<file path="src/rtl/apb_tx_fifo_slave.sv">
// APB slave that queues software-written words in a TX FIFO and streams them out on valid/ready.
// The registers are DATA (push), STATUS (level/flags, W1C overflow) and CTRL (enable, flush).
module apb_tx_fifo_slave #(
  parameter int unsigned APB_ADDR_WIDTH = 16,
  parameter int unsigned APB_DATA_WIDTH = 32,
  parameter int unsigned DEPTH          = 8
) (
  input  logic                      PClk,
  input  logic                      Rst,
  input  logic [APB_ADDR_WIDTH-1:0] PAddr,
  input  logic                      PSel,
  input  logic                      PEnable,
  input  logic                      PWrite,
  input  logic [APB_DATA_WIDTH-1:0] PWData,
  output logic [APB_DATA_WIDTH-1:0] PRData,
  output logic [APB_DATA_WIDTH-1:0] out_data,
  output logic                      out_valid,
  input  logic                      out_ready
);

  localparam int unsigned LVL_W = $clog2(DEPTH) + 1;
  localparam int unsigned PTR_W = $clog2(DEPTH);

  localparam logic [3:0] OffData   = 4'h0;
  localparam logic [3:0] OffStatus = 4'h4;
  localparam logic [3:0] OffCtrl   = 4'h8;

  logic [APB_DATA_WIDTH-1:0] mem_q [DEPTH];
  logic [PTR_W-1:0]          wr_ptr_q, wr_ptr_d;
  logic [PTR_W-1:0]          rd_ptr_q, rd_ptr_d;
  logic [LVL_W-1:0]          level_q, level_d;
  logic                      enable_q, enable_d;
  logic                      ovf_q, ovf_d;
  logic [APB_DATA_WIDTH-1:0] prdata_d;

  logic [3:0] addr;
  logic       wr_access, rd_setup;
  logic       empty, full;
  logic       push_req, push, pop, flush;
  logic       unused_addr;

  assign addr        = PAddr[3:0];
  assign unused_addr = ^PAddr[APB_ADDR_WIDTH-1:4];

  assign wr_access = PSel & PEnable & PWrite;
  assign rd_setup  = PSel & ~PEnable & ~PWrite;

  assign empty = (level_q == '0);
  assign full  = (level_q == LVL_W'(DEPTH));

  assign push_req = wr_access & (addr == OffData);
  assign push     = push_req & ~full;
  assign flush    = wr_access & (addr == OffCtrl) & PWData[1];
  // Flush cancels a same-edge pop so the cleared FIFO stays consistent.
  assign pop      = out_valid & out_ready & ~flush;

  assign out_valid = enable_q & ~empty;
  assign out_data  = mem_q[rd_ptr_q];

  always_comb begin
    wr_ptr_d = wr_ptr_q;
    rd_ptr_d = rd_ptr_q;
    level_d  = level_q;
    enable_d = enable_q;
    ovf_d    = ovf_q;

    if (flush) begin
      wr_ptr_d = '0;
      rd_ptr_d = '0;
      level_d  = '0;
    end else begin
      if (push) wr_ptr_d = wr_ptr_q + PTR_W'(1);
      if (pop)  rd_ptr_d = rd_ptr_q + PTR_W'(1);
      level_d = level_q + LVL_W'(push) - LVL_W'(pop);
    end

    if (wr_access && (addr == OffCtrl)) enable_d = PWData[0];

    if (push_req && full) begin
      ovf_d = 1'b1;
    end else if (wr_access && (addr == OffStatus) && PWData[2]) begin
      ovf_d = 1'b0;
    end
  end

  always_comb begin
    prdata_d = '0;
    unique case (addr)
      OffStatus: begin
        prdata_d[0]          = empty;
        prdata_d[1]          = full;
        prdata_d[2]          = ovf_q;
        prdata_d[16 +: LVL_W] = level_q;
      end
      OffCtrl:   prdata_d[0] = enable_q;
      default:   prdata_d = '0;
    endcase
  end

  always_ff @(posedge PClk) begin
    if (Rst) begin
      wr_ptr_q <= '0;
      rd_ptr_q <= '0;
      level_q  <= '0;
      enable_q <= 1'b0;
      ovf_q    <= 1'b0;
      PRData   <= '0;
    end else begin
      wr_ptr_q <= wr_ptr_d;
      rd_ptr_q <= rd_ptr_d;
      level_q  <= level_d;
      enable_q <= enable_d;
      ovf_q    <= ovf_d;
      if (rd_setup) PRData <= prdata_d;
    end
  end

  // Storage needs no reset; entries are only visible once pushed.
  always_ff @(posedge PClk) begin
    if (!Rst && push) mem_q[wr_ptr_q] <= PWData;
  end

endmodule
</file>
<file path="config.mk">
export PLATFORM = sky130hd
export DESIGN_NAME = apb_tx_fifo_slave
export DESIGN_NICKNAME = d
export VERILOG_FILES = /design/src/rtl/apb_tx_fifo_slave.sv
export SDC_FILE = /design/constraint.sdc
export NUM_CORES = 1
export LEC_CHECK = 0
export ABC_AREA = 1
export CORE_MARGIN = 3
export CORE_UTILIZATION = 61
export CTS_CLUSTER_SIZE = 16
export DETAILED_ROUTE_END_ITERATION = 8
export PLACE_DENSITY = 0.92
export REMOVE_ABC_BUFFERS = 1
export SYNTH_ARGS = -nofsm -noshare
export SYNTH_HDL_FRONTEND = slang
export SYNTH_SLANG_ARGS = --single-unit
</file>
<file path="constraint.sdc">
create_clock -name PClk -period 8.2 [get_ports PClk]
set_clock_uncertainty 0.2 [all_clocks]
set_input_delay 2.46 -clock PClk [delete_from_list [all_inputs] [get_ports PClk]]
set_output_delay 2.46 -clock PClk [all_outputs]
set_load 0.03 [all_outputs]
</file>
==> results of run 1 <==
critical path: stages, from the launching register on:
cell,delay (ns)
dfxtp_4,0.71
clkinv_2,0.88
buf_4,0.54
o21ai_0,0.26
o21ai_1,0.10
nand2_1,0.07
nand2_1,0.06
clkdlybuf4s50_1,0.58
power breakdown:
group          internal (mW)  switching, mW
registers               1.55        0.00100
logic                 0.0230         0.0443
clock network          0.744          0.491
total                   2.31          0.536
registers in the layout (all words and copies together) (netlist names), named ones only:
name      flops
level_q       4
wr_ptr_q      3
mem_q       256
enable_q      1
rd_ptr_q      3
PRData        7
ovf_q         1
worst paths after layout:
path	endpoint	start	slack, ns
worst max-delay path	out_data[8]	register	1.77
worst min-delay path	PRData[2]$_SDFFE_PP0P_	ovf_q$_SDFFE_PP0P_	0.28
worst max register to register	mem_q[3][4]$_DFFE_PP_	level_q[2]$_SDFF_PP0_	5.37
worst min register to register	PRData[2]$_SDFFE_PP0P_	ovf_q$_SDFFE_PP0P_	0.28
cells in the final DEF, fill, tap and decap left out:
cell,n
xor2_1,2
clkbuf_1,6
a21oi_1,17
nand4_1,1
conb_1,25
or2_2,1
inv_1,23
nand3_1,15
o21ai_1,49
clkbuf_16,28
nor3b_2,1
inv_2,1
nor2_1,202
nor2_4,9
nand2_1,128
dfxtp_4,2
fa_1,1
ha_1,7
nor2_2,1
clkinv_2,5
dfxtp_1,20
clkinvlp_4,3
clkdlybuf4s50_1,81
clkbuf_8,3
clkinv_1,1
nand3_2,1
bufinv_16,3
buf_4,10
o21ai_0,151
nand3b_1,1
edfxtp_1,256
a31oi_1,1
kinds of logic after synthesis:
logic type	share of synthesized area, %
compound gates	9.63
simple gates	12.4
other cells	0.0331
flops	71.7
fa+ha+maj	0.949
xor+xnor	0.155
buf+inv	5.15
cells in the mapped netlist, types with 2 or more instances:
master / n
nor2_1: 210
inv_1: 24
nand3_1: 15
buf_2: 12
ha_1: 7
clkbuf_2: 4
dfxtp_1: 22
a21oi_1: 17
clkbuf_1: 21
buf_6: 6
o21ai_0: 151
xor2_1: 2
buf_4: 30
nand2_1: 128
o21ai_1: 49
edfxtp_1: 256
layer usage:
metal  vias to the layer above  wire (µm)
li1                       3452          -
met5                         -          0
met4                         0        477
met2                       423      12100
met1                      3483       8930
met3                        53       2230
per-stage QoR:
step | area (µm²) | hold slack, ns | std cells | util (%) | power, mW
after floorplan | 10900 | 0.236 | 916 | - | 1.61
after global placement | 12200 | 0.258 | 1236 | 67.3 | 1.64
after detailed placement | 12200 | 0.259 | 1236 | 67.3 | 1.64
after CTS | 13100 | 0.281 | 1284 | 72.3 | 2.86
after global routing | 13100 | 0.310 | 1284 | 72.3 | 2.93
final | 13100 | 0.278 | 1284 | 72.3 | 2.85
cell type report:
| cell class | count | area [µm²] |
|---|---|---|
| Timing Repair Buffer | 91 | 886 |
| Fill cell | 1118 | 5010 |
| Clock inverter | 11 | 136 |
| Sequential cell | 278 | 8140 |
| Clock buffer | 37 | 764 |
| Tap cell | 229 | 287 |
| Multi-Input combinational cell | 613 | 2780 |
| Inverter | 25 | 95.1 |
==> flow_metrics.tcl, run 1 <==
set metrics [dict create \
    status "completed" \
    grtUsageTotal_pct 23.7 \
    finalHoldViolCount 0 \
    power_density_nw_per_um2 218 \
    drt-total-wl_um 23800 \
    grt.busiest_layer "met2" \
    min_path_type "reg -> reg" \
    cts_root_buf "clkbuf_16" \
    wl_per_cell_um 18.5 \
    overflow 0 \
    core.rowCount 49 \
    routabilityCongestion 0.786 \
    use_met2_pct 41.2 \
    postRouteAntennaNets 0 \
    clk_pin_slew_worst_paths_ns 0.06 \
    place.port_buffers 81 \
    setup_slack_ns 1.77 \
    dieArea_um2 20300 \
    whs_path_depth 2 \
    drt_pre_antenna_iters 6 \
    setup_viol 0 \
    critPathKind "reg -> out" \
    yosys_warnings 0 \
    grtUsageMet3_pct 3.73 \
    synth_flop_cell "edfxtp_1" \
    relSlewSlack_pct 20.9 \
    drv_cap 0 \
    cp-end-kind "output pin" \
    htreeDepth 1 \
    post_route_cells_drive_above_1_share_pct 6.45 \
    hold_buffers 0 \
    post_cts_resized 0 \
    clk_latency_ns 0.52 \
    reg2regPathDepth 7 \
    grt_start_max_net_pins 75 \
    cp_max_fo 72 \
    ys_seq_area_share_pct 71.7 \
    clock-sinks 278 \
    initial_core_util_pct 62.7 \
    ys_types 30 \
    grt_util_met1_pct 31.3 \
    peakVddDrop_v 0.000145 \
    synth_top_area_cell "edfxtp_1" \
    cp.arrival_ns 3.77 \
    core_um2 18100 \
    viasPerCell 5.77 \
    min_period_ns 6.43 \
    tightest_slew_ns 1.18 \
    die_y_um 142 \
    n_antenna_cell 0 \
    setup_tns_ns 0 \
    antenna_found_initial 0 \
    num_vias 7411 \
    synthCells 968 \
    synth_edf_count 256 \
    synth_top_area_share_pct 67.8 \
    rsz0062_at_grt "no" \
    max_clock_freq_mhz 156 \
    tritoncts "done" \
    pin_count 119 \
    cts_setup_buffers 0 \
    die-width_um 142 \
    syn_area_um2 11300 \
    p_leak_nw 4.57 \
    maxSlewViolCount 0 \
    synth_area_leaders "edfxtp_1 68%, nor2_1 7.0%, o21ai_0 6.7%, nand2_1 4.2%, dfxtp_1 3.9%" \
    postSynthAreaPerCell_um2 11.7 \
    cp.required_ns 5.54 \
    dp_slack_ns 2.34 \
    drtIter0Drc 842 \
    grt_pass1_vias 7293 \
    fin_crit_sh_pct 78.4 \
    grt_pass1_wl_um 37600 \
    clockBufferDepth 3 \
    cts_buffers 26 \
    dp_hpwl_um 12700 \
    async_reset_ff_share_pct 0 \
    worst_setup_path_start_kind "register" \
    synth-seq-cells 278 \
    area_growth_pct 15.4 \
    nets 1097 \
    drt_drc_violations_left 0 \
]
No activity file was read; power rests on OpenSTA's default activity.
==> run 2, diff against run 1 <==
Settings changed: CORE_UTILIZATION 61 to 51, PLACE_DENSITY 0.92 to 0.83.
Clock period 8.2 ns to 5.36 ns, I/O delays scaled along.
==> flow_metrics.tcl, run 2 (same netlist as run 1, synthesis figures left out) <==
set metrics [dict create \
    mostFrequentLayoutCells "256 x edfxtp_1, 202 x nor2_1, 151 x o21ai_0" \
    core_um2 21400 \
    setup_slack_ns 0.628 \
    maxSlewViolCount 0 \
    setup_viol 0 \
    drtIter0Drc 620 \
    post_route_cells_drive_above_1_share_pct 6.22 \
    cp.required_ns 3.55 \
    pin_count 119 \
    cp-end-kind "output pin" \
    finalHoldViolCount 0 \
    min_path_type "reg -> reg" \
    worst_setup_path_start_kind "register" \
    place.port_buffers 81 \
    fin_crit_sh_pct 88.3 \
    antenna_found_initial 0 \
    overflow 0 \
    power_density_nw_per_um2 326 \
    fin_area_um2 13200 \
    cts_setup_buffers 0 \
    critPathKind "reg -> out" \
    largest_reg_flops 256 \
    clock-sinks 278 \
    relSlewSlack_pct 48.2 \
    wl_per_cell_um 17.6 \
    n_antenna_cell 0 \
    post_cts_resized 0 \
    postRouteAntennaNets 0 \
    grtUsageTotal_pct 19.1 \
    drt-total-wl_um 23500 \
    drt_drc_violations_left 0 \
    peakVddDrop_v 0.000232 \
    grt_pass1_wl_um 36700 \
    top_register "mem_q" \
    p_total_mw 4.29 \
    grt_start_max_net_pins 77 \
    rsz0062_at_grt "no" \
    status "completed" \
    core.rowCount 53 \
    num_vias 7323 \
    hold_buffers 0 \
    p_leak_nw 4.58 \
    largest_registers "mem_q x256, PRData x7, level_q x4" \
    dieArea_um2 24100 \
    max_clock_freq_mhz 211 \
    drt_pre_antenna_iters 5 \
    htreeDepth 1 \
    tightest_slew_ns 0.776 \
    rrSetupSlack_ns 2.85 \
    routabilityCongestion 0.748 \
    clk_latency_ns 0.52 \
    clockBufferDepth 3 \
    cts_root_buf "clkbuf_16" \
    clk_pin_slew_worst_paths_ns 0.06 \
    final_util_pct 61.4 \
    cp_max_fo 54 \
    nets 1104 \
    tritoncts "done" \
    cts_buffers 27 \
    layout_commonest_cell "edfxtp_1" \
    dp_slack_ns 1.12 \
    cp.arrival_ns 2.92 \
    drv_cap 0 \
    dp_hpwl_um 12300 \
    fill_cells 1592 \
    area_growth_pct 16.1 \
    min_period_ns 4.73 \
    die_y_um 155 \
    viasPerCell 5.48 \
    die-width_um 155 \
    dpl_cell_area_um2 12300 \
    grt_pass1_vias 7063 \
    initial_core_util_pct 52.9 \
]
-- run 2: cell types whose count changed in the layout (fill, tap and decap cells not counted), sizes merged --
cell / previous run / this run
clkinvlp: 3 / 1
clkbuf: 37 / 33
buf: 10 / 16
clkinv: 6 / 12
-- run 2: final cells by class --
type	instances	area [µm²]	area share (%)
multi-input cells	613	2780	21.1
inverters	25	95.1	0.723
flip-flops and latches	278	8140	61.8
well taps	275	344	2.61
clock inverters	15	143	1.08
repair buffers	97	968	7.36
clock buffers	33	698	5.31
-- run 2: metrics by stage --
| step | hold slack [ns] | cells | TNS, ns |
|---|---|---|---|
| detailed placement | 0.265 | 1288 | 0 |
| floorplan | 0.236 | 916 | -40.80 |
| CTS | 0.274 | 1336 | 0 |
| finish | 0.278 | 1336 | 0 |
| global route | 0.300 | 1336 | 0 |
| global placement | 0.254 | 1288 | 0 |
-- run 2: where the power goes --
part / internal, mW / switching [mW] / leakage (nW)
combinational: 0.0352 / 0.0682 / 1.70
sequential: 2.37 / 0.00169 / 2.48
clock: 1.06 / 0.752 / 0.404
-- run 2: layer usage --
layer  track usage, %  up-vias  share of wire [%]
li1                 -     3464                  -
met1             26.5     3476                 41
met2             31.0      338                 49
met3             3.34       45                8.2
met4             6.27        0                2.3
met5                0        -                  0
-- run 2: worst max-delay path, cell delays in order, from the launching register on --
cell and delay, ns:
dfxtp_4 0.71, clkinv_2 0.17, buf_4 0.33, o21ai_0 0.24
o21ai_0 0.13, nand2_1 0.09, nand2_1 0.09, clkdlybuf4s50_1 0.60
-- run 2: worst paths after layout --
| kind | end | cells after the start | startpoint |
|---|---|---|---|
| setup / recovery | out_data[17] | 7 | register |
| hold / removal | PRData[2]$_SDFFE_PP0P_ | 2 | ovf_q$_SDFFE_PP0P_ |
| setup reg to reg | mem_q[5][24]$_DFFE_PP_ | 8 | level_q[2]$_SDFF_PP0_ |
| hold reg to reg | PRData[2]$_SDFFE_PP0P_ | 2 | ovf_q$_SDFFE_PP0P_ |
==> run 3, diff against run 2 <==
Settings changed: CELL_PAD_IN_SITES_DETAIL_PLACEMENT set to 0, CELL_PAD_IN_SITES_GLOBAL_PLACEMENT set to 1, CORE_UTILIZATION 51 to 41.
==> flow_metrics.tcl, run 3 (same netlist as run 1, synthesis figures left out) <==
set metrics [dict create \
    status "completed" \
    p_leak_nw 4.64 \
    num_vias 7065 \
    cts_root_buf "clkbuf_16" \
    cts_buffers 28 \
    postRouteAntennaNets 0 \
    max_clock_freq_mhz 211 \
    cts_setup_buffers 0 \
    dieArea_um2 29700 \
    cp-end-kind "output pin" \
    cp.arrival_ns 2.93 \
    max_stage_delay_ns 0.62 \
    drtIter0Drc 572 \
    drv_cap 0 \
    wl_per_cell_um 16.4 \
    finalHoldViolCount 0 \
    p_total_mw 4.49 \
    reg2regPathDepth 14 \
    clock-sinks 278 \
    dpl_cell_area_um2 12500 \
    place.port_buffers 81 \
    fin_area_um2 13400 \
    largest_reg_flops 256 \
    grt_pass1_wl_um 36500 \
    min_period_ns 4.74 \
    fin_crit_sh_pct 88.4 \
    grt_pass1_vias 6834 \
    wl_met1_um 10200 \
    clockBufferDepth 3 \
    cp_cell_sequence "clkinv_2 > buf_4 > o21ai_0 > o21ai_0 > nand2_1 > nand2_1 > clkdlybuf4s50_1" \
    post_route_cells_drive_above_1_share_pct 7.32 \
    overflow 0 \
    worst-path-stages 7 \
    cp.required_ns 3.55 \
    mostFrequentLayoutCells "256 x edfxtp_1, 202 x nor2_1, 151 x o21ai_0" \
    worst_setup_path_start_kind "register" \
    grtUsageTotal_pct 15.6 \
    hold_buffers 0 \
    drt_pre_antenna_iters 5 \
    grt_start_max_net_pins 129 \
    largest_registers "mem_q x256, PRData x7, level_q x4" \
    area_growth_pct 18.6 \
    n_antenna_cell 0 \
    wl_met2_um 11800 \
    crit_family "buffers and inverters" \
    crit_slowest_cell "clkdlybuf4s50_1" \
    min_path_type "reg -> reg" \
    rsz0062_at_grt "no" \
    layout_commonest_cell "edfxtp_1" \
    drt_drc_violations_left 0 \
    maxSlewViolCount 0 \
    antenna_found_initial 0 \
    core_um2 27100 \
    critPathKind "reg -> out" \
    post_cts_resized 0 \
    tritoncts "done" \
    initial_core_util_pct 41.8 \
    clk_pin_slew_worst_paths_ns 0.06 \
    setup_viol 0 \
    drt-total-wl_um 23500 \
    dp_hpwl_um 12700 \
    nets 1106 \
    pin_count 119 \
    die_y_um 172 \
    htreeDepth 1 \
    routed-wl-met3_um 1140 \
    clk_latency_ns 0.54 \
    peakVddDrop_v 0.000263 \
    top_register "mem_q" \
    top_layer "met4" \
    cp_num_buf_inv 3 \
    die-width_um 172 \
    power_density_nw_per_um2 334 \
    viasPerCell 4.92 \
    tightest_slew_ns 0.810 \
    setup_tns_ns 0 \
    fill_cells 2291 \
    core.rowCount 60 \
    whs_path_depth 2 \
    routabilityCongestion 0.711 \
    relSlewSlack_pct 45.9 \
    cp_max_fo 38 \
]
-- run 3: layout make-up --
cell class                 instances  area (µm²)  share of cell area [%]
clock buffer                      34         744                    5.54
multi-input combinational        613        2780                    20.6
tap                              372         465                    3.46
sequential                       278        8140                    60.5
timing repair buffer              98        1000                    7.45
inverter                          25        95.1                   0.708
clock inverter                    17         223                    1.66
-- run 3: final timing paths --
check | from | endpoint | slack [ns]
worst max-delay path | register | out_data[19] | 0.62
worst min-delay path | rd_ptr_q[2]$_SDFFE_PP0P_ | rd_ptr_q[2]$_SDFFE_PP0P_ | 0.27
worst max register to register | level_q[2]$_SDFF_PP0_ | level_q[2]$_SDFF_PP0_ | 2.81
worst min register to register | rd_ptr_q[2]$_SDFFE_PP0P_ | rd_ptr_q[2]$_SDFFE_PP0P_ | 0.27
-- run 3: layer usage --
| metal | up-vias | global-route usage [%] |
|---|---|---|
| met2 | 143 | 26.9 |
| li1 | 3470 | - |
| met5 | - | 0 |
| met3 | 29 | 2.56 |
| met1 | 3423 | 20.8 |
| met4 | 0 | 3.99 |
-- run 3: per-stage QoR --
step           hold slack (ns)  instances  utilization (%)  setup slack, ns
6_report                 0.275       1437             49.6            0.621
5_1_grt                  0.293       1437             49.6            0.453
4_1_cts                  0.274       1437             49.6            0.596
3_5_place_dp             0.259       1386             46.0             1.07
3_3_place_gp             0.258       1386             46.0             1.10
2_1_floorplan            0.236        916                -            -1.28
-- run 3: where the power goes --
part           total (mW)  switching (mW)  internal [mW]
combinational       0.104          0.0683         0.0352
clock                2.02           0.786           1.23
sequential           2.37         0.00148           2.37
total                4.49           0.856           3.63
-- run 3: worst register-to-register path, cell delays in order (launching register included) --
cell and delay (ns):
dfxtp_1 0.33, inv_1 0.07, ha_1 0.21, nand2_1 0.09, nand2_1 0.06, nor2_1 0.20, nand2_1 0.15, nor2_2 0.19
inv_2 0.05, nand2_1 0.06, ha_1 0.16, inv_1 0.06, fa_1 0.38, xor2_1 0.14, nor2_1 0.06
